### src/rtl/gpio_in_pkg.sv
// Shared channel map and event types for the GPIO input conditioner.
// Channels 0-4 are the buttons, 5-12 the switches.
package gpio_in_pkg;

    localparam int unsigned NUM_BTN = 5;
    localparam int unsigned NUM_SW  = 8;
    localparam int unsigned NUM_CH  = 13;
    localparam int unsigned CHAN_W  = 4;

    localparam int unsigned CH_BTNU = 0;
    localparam int unsigned CH_BTNL = 1;
    localparam int unsigned CH_BTND = 2;
    localparam int unsigned CH_BTNR = 3;
    localparam int unsigned CH_BTNC = 4;
    localparam int unsigned SW_BASE = 5;

    typedef struct packed {
        logic [CHAN_W-1:0] chan;
        logic              rise;
    } evt_t;

    // Index of the lowest set bit; 0 when none is set.
    function automatic logic [CHAN_W-1:0] lowest_set(input logic [NUM_CH-1:0] v);
        lowest_set = '0;
        for (int i = NUM_CH - 1; i >= 0; i--) begin
            if (v[i]) lowest_set = CHAN_W'(i);
        end
    endfunction

endpackage

### src/rtl/gpio_input_conditioner_if.sv
// Valid/ready event stream carrying the channel and edge type of each level change.
interface gpio_evt_if;
    import gpio_in_pkg::*;

    logic              valid;
    logic              ready;
    logic [CHAN_W-1:0] chan;
    logic              rise;

    modport master (output valid, output chan, output rise, input ready);
    modport slave  (input valid, input chan, input rise, output ready);

endinterface

### src/rtl/debounce_ch.sv
// One input channel: 2-flop synchronizer, debounce counter, stable level and
// registered rise/fall strobes that coincide with the level change.
module debounce_ch #(
    parameter int unsigned DEBOUNCE_CYCLES = 1000000,
    parameter int unsigned CNT_WIDTH       = $clog2(DEBOUNCE_CYCLES + 1)
) (
    input  logic clk,
    input  logic rst,
    input  logic pin,
    output logic level,
    output logic rise,
    output logic fall
);

    logic                 sync1_q, sync2_q;
    logic                 level_q, rise_q, fall_q;
    logic [CNT_WIDTH-1:0] cnt_q;

    always_ff @(posedge clk) begin
        if (rst) begin
            sync1_q <= 1'b0;
            sync2_q <= 1'b0;
            level_q <= 1'b0;
            rise_q  <= 1'b0;
            fall_q  <= 1'b0;
            cnt_q   <= '0;
        end else begin
            sync1_q <= pin;
            sync2_q <= sync1_q;
            rise_q  <= 1'b0;
            fall_q  <= 1'b0;
            if (sync2_q == level_q) begin
                cnt_q <= '0;
            end else if (cnt_q == CNT_WIDTH'(DEBOUNCE_CYCLES - 1)) begin
                level_q <= sync2_q;
                cnt_q   <= '0;
                rise_q  <= sync2_q;
                fall_q  <= ~sync2_q;
            end else begin
                cnt_q <= cnt_q + 1'b1;
            end
        end
    end

    assign level = level_q;
    assign rise  = rise_q;
    assign fall  = fall_q;

endmodule

### src/rtl/gpio_input_conditioner.sv
// Debounces 5 buttons and 8 switches and queues their level changes as events
// through per-channel pending bits feeding a single registered output slot.
module gpio_input_conditioner
    import gpio_in_pkg::*;
#(
    parameter int unsigned DEBOUNCE_CYCLES = 1000000,
    parameter int unsigned CNT_WIDTH       = $clog2(DEBOUNCE_CYCLES + 1)
) (
    input  logic               clk,
    input  logic               rst,
    input  logic [NUM_BTN-1:0] btn,
    input  logic [NUM_SW-1:0]  sw,
    output logic [NUM_BTN-1:0] btn_level,
    output logic [NUM_SW-1:0]  sw_level,
    output logic [NUM_BTN-1:0] btn_press,
    output logic               evt_ovf,
    input  logic               ovf_clr,
    gpio_evt_if.master         evt
);

    logic [NUM_CH-1:0] pins, levels, rises, falls;

    assign pins = {sw, btn};

    for (genvar i = 0; i < NUM_CH; i++) begin : g_ch
        debounce_ch #(
            .DEBOUNCE_CYCLES(DEBOUNCE_CYCLES),
            .CNT_WIDTH      (CNT_WIDTH)
        ) u_debounce_ch (
            .clk  (clk),
            .rst  (rst),
            .pin  (pins[i]),
            .level(levels[i]),
            .rise (rises[i]),
            .fall (falls[i])
        );
    end

    logic [NUM_CH-1:0] pend_q, pend_d;
    logic [NUM_CH-1:0] etype_q, etype_d;
    logic              slot_v_q;
    evt_t              slot_q;
    logic              ovf_q;

    logic              take, load, ovf_set;
    logic [CHAN_W-1:0] pick;

    always_comb begin
        pend_d  = pend_q;
        etype_d = etype_q;
        ovf_set = 1'b0;
        take    = ~slot_v_q | evt.ready;
        load    = take & (|pend_q);
        pick    = lowest_set(pend_q);
        for (int i = 0; i < NUM_CH; i++) begin
            if (rises[i] | falls[i]) begin
                // A newer edge overwrites the recorded one; only an edge that
                // lands on a bit not being drained this cycle counts as lost.
                if (pend_q[i] && !(load && pick == CHAN_W'(i))) ovf_set = 1'b1;
                pend_d[i]  = 1'b1;
                etype_d[i] = rises[i];
            end else if (load && pick == CHAN_W'(i)) begin
                pend_d[i] = 1'b0;
            end
        end
    end

    always_ff @(posedge clk) begin
        if (rst) begin
            pend_q   <= '0;
            etype_q  <= '0;
            slot_v_q <= 1'b0;
            slot_q   <= '0;
            ovf_q    <= 1'b0;
        end else begin
            pend_q  <= pend_d;
            etype_q <= etype_d;
            ovf_q   <= ovf_set | (ovf_q & ~ovf_clr);
            if (take) begin
                slot_v_q <= load;
                slot_q   <= load ? evt_t'{chan: pick, rise: etype_q[pick]} : '0;
            end
        end
    end

    assign btn_level = levels[NUM_BTN-1:0];
    assign sw_level  = levels[NUM_CH-1:SW_BASE];
    assign btn_press = rises[NUM_BTN-1:0];
    assign evt_ovf   = ovf_q;
    assign evt.valid = slot_v_q;
    assign evt.chan  = slot_q.chan;
    assign evt.rise  = slot_q.rise;

endmodule

### src/flat_wrapper.sv
// flat-port wrapper written by rule: the top's interface ports become plain ports
module gpio_input_conditioner_flat import gpio_in_pkg::*;
#(
    parameter int unsigned DEBOUNCE_CYCLES = 1000000,
    parameter int unsigned CNT_WIDTH       = $clog2(DEBOUNCE_CYCLES + 1)
)
  (clk, rst, btn, sw, btn_level, sw_level, btn_press, evt_ovf, ovf_clr, evt_valid, evt_chan, evt_rise, evt_ready);
  gpio_evt_if evt_i ();
  input  logic clk;
  input  logic rst;
  input  logic [NUM_BTN-1:0] btn;
  input  logic [NUM_SW-1:0] sw;
  output logic [NUM_BTN-1:0] btn_level;
  output logic [NUM_SW-1:0] sw_level;
  output logic [NUM_BTN-1:0] btn_press;
  output logic evt_ovf;
  input  logic ovf_clr;
  output wire logic [$bits(evt_i.valid)-1:0] evt_valid;
  output wire logic [$bits(evt_i.chan)-1:0] evt_chan;
  output wire logic [$bits(evt_i.rise)-1:0] evt_rise;
  input wire logic [$bits(evt_i.ready)-1:0] evt_ready;
  assign evt_valid = evt_i.valid;
  assign evt_chan = evt_i.chan;
  assign evt_rise = evt_i.rise;
  assign evt_i.ready = evt_ready;
  gpio_input_conditioner #(.DEBOUNCE_CYCLES(DEBOUNCE_CYCLES), .CNT_WIDTH(CNT_WIDTH)) u_core (.clk(clk), .rst(rst), .btn(btn), .sw(sw), .btn_level(btn_level), .sw_level(sw_level), .btn_press(btn_press), .evt_ovf(evt_ovf), .ovf_clr(ovf_clr), .evt(evt_i));
endmodule
### config.mk
export PLATFORM = sky130hd
export DESIGN_NAME = gpio_input_conditioner_flat
export DESIGN_NICKNAME = d
export VERILOG_FILES = /design/src/rtl/gpio_in_pkg.sv /design/src/rtl/gpio_input_conditioner_if.sv /design/src/rtl/debounce_ch.sv /design/src/rtl/gpio_input_conditioner.sv /design/src/flat_wrapper.sv
export SDC_FILE = /design/constraint.sdc
export NUM_CORES = 1
export LEC_CHECK = 0
export ABC_AREA = 1
export CAP_MARGIN = 25
export CORE_MARGIN = 1
export CORE_UTILIZATION = 35
export CTS_CLUSTER_DIAMETER = 100
export DETAILED_ROUTE_END_ITERATION = 10
export GPL_ROUTABILITY_DRIVEN = 0
export SYNTH_ARGS = -nofsm -noshare
export SYNTH_HDL_FRONTEND = slang
export SYNTH_SLANG_ARGS = --single-unit
### constraint.sdc
create_clock -name clk -period 2.84 [get_ports clk]
set_input_delay 0.568 -clock clk [delete_from_list [all_inputs] [get_ports clk]]
set_output_delay 0.568 -clock clk [all_outputs]
set_load 0.01 [all_outputs]
-- After elaboration in Yosys (flattened, before gate mapping)
Index checks and enable logic that the tools add are counted.
- logic and storage cells: 379
- output and inout port bits: 25
- input bits: 17
- flip-flop bits (word level): 358
- reduce and logical (&&, ||, !) cells: 93
- $lt $le $gt $ge: 1
- mux-type cells: 68
- add/subtract/negate cells: 13
- bitwise gates (word level): 58
- equality and inequality tests: 38
- operator list (kind ; count):
    adder 20 x 1 -> 20 bit (second input constant) ; 13
    equality test 20 bit (second input constant) ; 13
    OR reduction 3 bit ; 26
    two-way mux 1 bit ; 53
    two-way mux 4 bit ; 13
    inverter 1 bit ; 41
    logical AND 1 bit ; 26
    AND reduction 2 bit ; 13
    nonzero test 2 bit ; 13
    equality test 4 bit (second input constant) ; 5
    equality test 4 x 3 -> 1 bit (second input constant) ; 4
    bitwise OR 1 bit ; 15
    equality test 1 bit ; 13
    logical NOT 1 bit ; 13
    OR reduction 13 bit ; 1
    equality test 4 x 2 -> 1 bit (second input constant) ; 2
    < comparator 4 x 5 -> 1 bit (second input constant) ; 1
    two-way mux 5 bit ; 1
    binary-select mux 1 bit (select 4 bit) ; 1
    equality test 4 x 1 -> 1 bit (second input constant) ; 1
    logical NOT 4 bit ; 1
    AND 1 bit ; 2

-- Depth between registers and ports, before layout
- depth in word-level cells: 44
- gate-level depth with buffers: 20
- depth with buffers taken out: 20

-- By module
From an unflattened synthesis, not the netlist that was laid out.
- cells, all modules: 2607
- area, all modules: 17778.3 um^2
- modules (own cells, without submodules) (module ; cells an instance ; sequential area each (um^2) ; area an instance (um^2) ; instances):
    debounce_ch (u_core.g_ch[0].u_debounce_ch ...) ; 179 ; 500.5 ; 1221.2 ; 12
    gpio_input_conditioner ; 283 ; 660.6 ; 1865.5 ; 1
    debounce_ch (u_core.g_ch[9].u_debounce_ch) ; 176 ; 500.5 ; 1258.7 ; 1

-- Worst setup path after synthesis
OpenSTA, ideal clock, no wires.
- path type: register to register
- from: register u_core.g_ch[5].u_debounce_ch.cnt_q[0]
- to: register u_core.g_ch[5].u_debounce_ch.cnt_q[16]
- path buffers: 0
- stages on the path, launching flop included: 17
- arrival: 1.852 ns
- period minus slack after synthesis: 1.969 ns
- slack: 0.871 ns
- library setup time: 0.118 ns
- data required time: 2.722 ns
- cells stage by stage: dfxtp_1 -> ha_1 -> nand2_1 -> nor2_1 -> inv_2 -> nor2_1 -> nand2_1 -> nor2_1 -> inv_2 -> nor3_1 -> inv_2 -> nor2_1 -> nand3_1 -> clkinv_1 -> nand4_1 -> o21ai_1 -> a21oi_1
- word-level cells in the longest chain between the ends: 2
- elaborated cells between the ends (all ways): 3
- classes of those cells: 1 x add/sub; 1 x eq/ne; 1 x reduce/logical
- RTL lines (item ; RTL line ; text):
    from (decl) ; debounce_ch.sv:17 ; logic [CNT_WIDTH-1:0] cnt_q;
    from (signal assigned) ; debounce_ch.sv:40 ; cnt_q <= cnt_q + 1'b1;
    parallel branches: the longest is 2 deep, another holds adder 20 x 1 -> 20 bit ; n/a ;
Parallel ways; which one is timed is not known.
A chain may end at the register's enable or synchronous reset.

-- Worst setup path after layout
Ends and elaborated chain as after synthesis.

==> summary.md <==
The antenna diode count was 0; the worst IR drop on VDD was 362 uV. The tools report the number of buffers added by the clock tree synthesis step as 40. The first global-routing pass estimated 52800 um of wire. The post-route netlist has 7.28% of its cells at a drive strength greater than 1.

The post-CTS setup buffer count was 0; the parity-gate share of the synthesized area counting xor and xnor cells was 2.28%. Once detail routing completed, the nets flagged for antenna violations numbered 0. Fill cells in the final layout number 4451.

The count of flip-flops with a built-in enable after synthesis came out at 0. Clock latency on the worst-skew pair, taken at its later pin, is 0.53 ns. Prior to clock tree synthesis, the placed netlist has a worst setup slack of 0.366 ns. After synthesis the netlist holds a flip-flop and latch count of 358. For the pin with the worst max-slew slack, the measured transition is 0.631 ns. The post-cts hold buffer count is 0, and the number of detailed-routing iterations run before antenna repair is 5.

The routed design could run at a clock period as short as 2.33 ns. Entering global routing, the biggest net connects 49 pins. The logs give 12800 for the total vias in the final route and 2142 for the layout net count. The number of standard-cell rows in the floorplan was 76; the initial antenna violation count was 0. Power spread over the standard cell area amounts to 581 nW/um2. The logs give 2 for the number of H-tree branching levels and 2.75 ns for the data arrival time of the critical path. After clock tree synthesis, the clock-pin slew on the worst setup and hold paths is 0.06 ns.

The die span in y was 211 um. Combinational family with the most area after synthesis: simple AND/OR/NAND/NOR gates. For the final routed database, the setup TNS stands at 0 ns.

Sequential elements use 46.7% of the synthesized area. The number of standard cells after synthesis is 2058. The critical path in this run is classified as reg2reg. Of the post-synthesis cell area, the part taken by muxes is 0%.

The nature of the critical path endpoint was a flip-flop. Post-route fraction of the period consumed by the critical path: 82.1%. Global routing used 13.9% of the available tracks. The worst hold path belongs to the class in2reg.

Measured along the x axis, the die boundary spans 211 um. The flow ran to the end, and the final reports show no timing, DRC or antenna violations. Across the routed clock network, the largest skew measured is 0.0111 ns.

The remaining design rule violation count came out at 0. Setup repair after global routing left no endpoint under its margin. During placement, the flow inserted port buffers numbering 41.

Leaving out fill and tap cells, the most frequent cell in the layout is dfxtp_1. The setup slack after layout is 0.509 ns. The share of async-settable or async-resettable flops after synthesis was 0%.

Measured against its own limit, the worst slew margin works out to 57.8%. Compared with the post-synthesis result, the final layout area differs by 15.1%. Launch instance of the worst min-delay path: rst.

The highest clock rate came out at 429 MHz. In this run the worst setup path begins at u_core.g_ch[5].u_debounce_ch.cnt_q[0]. For the number of global-route vias before repair, the log shows 12000. The effective utilization at floorplan is 35.5%, and the adder and majority gate portion of the synthesized area is 1.06%.

For this run, the leading register cell type out of synthesis is dfxtp_1. The worst endpoint required time was 3.26 ns; the number of slew-limit violations in the final report was 0. Overall die area: 44700 um2.

The tools report the cell at the root of the clock tree as clkbuf_16. The longest clock path from root to sink contains 3 buffers. The routed wire length per instance works out to 11.2 um. Each instance of the synthesized netlist takes up on average 7.46 um2.

The analysis attributes to cell leakage a power of 0.00587 uW. The top fanout value on the critical path is 4. Sort of element at the start of the critical path: a flip-flop. The simple-gate portion of the synthesized area works out to 29.9%. TritonCTS built the clock tree. Summing every instance area after synthesis gives 15300 um2. 42 I/O pins were placed. The number of endpoints with negative hold slack in the final report was 0; the number of nets produced by synthesis was 2088.

After global routing the overflow that remains totals 0. The core footprint was 43200 um2; the max-capacitance violation count was 0. Summing the areas of all compound-gate instances in the mapped netlist gives 10.1% of the synthesized area. The final layout contains routed wiring with a total length of 30500 um. In the layout the commonest cells are 358 x dfxtp_1, 308 x inv_1, 282 x nand2_1, 282 x nor2_1, 186 x a21oi_1. Synthesis instantiated 47 different standard cells from the library.

For the number of clock sinks, the log shows 358. Gates resized during post-CTS repair numbered 0. For this run, the number of Yosys warnings is 0.

In this run the critical register-to-register path is launched from u_core.g_ch[5].u_debounce_ch.cnt_q[0]. Using the TritonRoute via totals, the vias-per-cell ratio works out to 4.69. Summed over all nets, the half-perimeter wirelength after detailed placement is 22200 um. The detailed router finished its first iteration with 601 violations.

The setup violation total in the final timing report was 0.
==> power by group <==
part | total [uW] | internal (uW) | leakage, uW | switching, uW
clock | 5060 | 3080 | 0.000640 | 1980
combinational | 142 | 51.1 | 0.00234 | 90.7
sequential | 5060 | 5050 | 0.00289 | 13.9
total | 10300 | 8180 | 0.00587 | 2080
==> Yosys cell counts, types with 3 or more instances <==
cell | instances | area, um2
dfxtp_1 | 358 | 7170
nand3_1 | 101 | 505
buf_2 | 4 | 20.0
clkinv_1 | 5 | 18.8
nor2_1 | 282 | 1060
nor4_2 | 5 | 62.6
a31oi_1 | 5 | 31.3
inv_2 | 31 | 116
nand2_1 | 282 | 1060
nand4_1 | 58 | 363
a21oi_1 | 186 | 931
o21ai_0 | 48 | 240
xnor2_1 | 14 | 123
nor3b_1 | 39 | 293
nor4_1 | 42 | 263
o21ai_1 | 16 | 80.1
ha_1 | 13 | 163
and3_1 | 3 | 18.8
o21a_1 | 20 | 150
and2_1 | 3 | 18.8
clkbuf_1 | 16 | 60.1
xor2_1 | 26 | 228
nand3_2 | 3 | 30.0
nor3_1 | 98 | 490
or2_2 | 9 | 56.3
buf_4 | 18 | 135
buf_1 | 6 | 22.5
nor3_2 | 14 | 140
nor2_2 | 13 | 81.3
nand3b_1 | 8 | 60.1
inv_1 | 308 | 1160
==> sequential cells by signal, summed over array words and instances (netlist names) <==
register                           cells
u_core.evt.valid                       1
u_core.pend_q                         13
u_core.evt_ovf                         1
u_core.g_ch.u_debounce_ch.rise        13
u_core.g_ch.u_debounce_ch.sync1_q     13
u_core.evt.chan                        4
u_core.g_ch.u_debounce_ch.sync2_q     13
u_core.etype_q                        13
u_core.evt.rise                        1
u_core.g_ch.u_debounce_ch.fall        13
u_core.g_ch.u_debounce_ch.level       13
u_core.g_ch.u_debounce_ch.cnt_q      260
==> critical path: stages (launching register included) <==
cell and delay [ns]:
dfxtp_1 0.37, ha_1 0.18, nand2_1 0.07, nor2_1 0.13
inv_2 0.05, nor2_1 0.12, nand2_1 0.12, nor2_1 0.17
inv_2 0.06, nor3_1 0.23, inv_2 0.09, nor2_1 0.13
nand3_1 0.12, clkinv_1 0.10, nand4_1 0.11, o21ai_1 0.14
a21oi_1 0.05
==> layout make-up <==
| cell class | instances | area, um2 | share of cell area [%] |
|---|---|---|---|
| Clock inverter | 8 | 101 | 0.574 |
| Inverter | 344 | 1290 | 7.31 |
| Clock buffer | 64 | 1200 | 6.81 |
| Sequential cell | 358 | 7170 | 40.6 |
| Timing Repair Buffer | 56 | 520 | 2.95 |
| Multi-Input combinational cell | 1312 | 6650 | 37.6 |
| Tap cell | 585 | 732 | 4.14 |
==> kinds of logic after synthesis <==
logic type | after synthesis
adder cells (fa/ha/maj) | 13
AND/OR/NAND/NOR | 970
AO/OA/AOI/OAI | 289
buffers and inverters | 388
flip-flops | 358
XOR/XNOR | 40
==> metal layers <==
| metal | share of wire [%] | wire, um | track usage, % |
|---|---|---|---|
| met1 | 48 | 14600 | 17.4 |
| met2 | 46 | 14100 | 23.9 |
| met3 | 3.6 | 1090 | 2.31 |
| met4 | 2.5 | 754 | 4.90 |
| met5 | 0 | 0 | 0 |
==> through the flow <==
stage / hold slack [ns] / instances / util (%) / instance area (um2) / power, uW
floorplan: 0.388 / 2058 / - / 15300 / 5250
global placement: 0.393 / 2655 / 37.9 / 16400 / 5310
detailed placement: 0.396 / 2655 / 37.9 / 16400 / 5310
CTS: 0.250 / 2727 / 40.9 / 17700 / 10400
global route: 0.262 / 2727 / 40.9 / 17700 / 10600
finish: 0.266 / 2727 / 40.9 / 17700 / 10300
==> path summary, 6_finish.rpt <==
check | slack (ns) | cells past startpoint | to
setup / recovery | 0.51 | 16 | u_core.g_ch[5].u_debounce_ch.cnt_q[16]
hold / removal | 0.27 | 2 | u_core.etype_q[7]
setup reg to reg | 0.51 | 16 | u_core.g_ch[5].u_debounce_ch.cnt_q[16]
hold reg to reg | 0.40 | 2 | u_core.g_ch[11].u_debounce_ch.sync2_q
(Power assumes the default switching activity.)
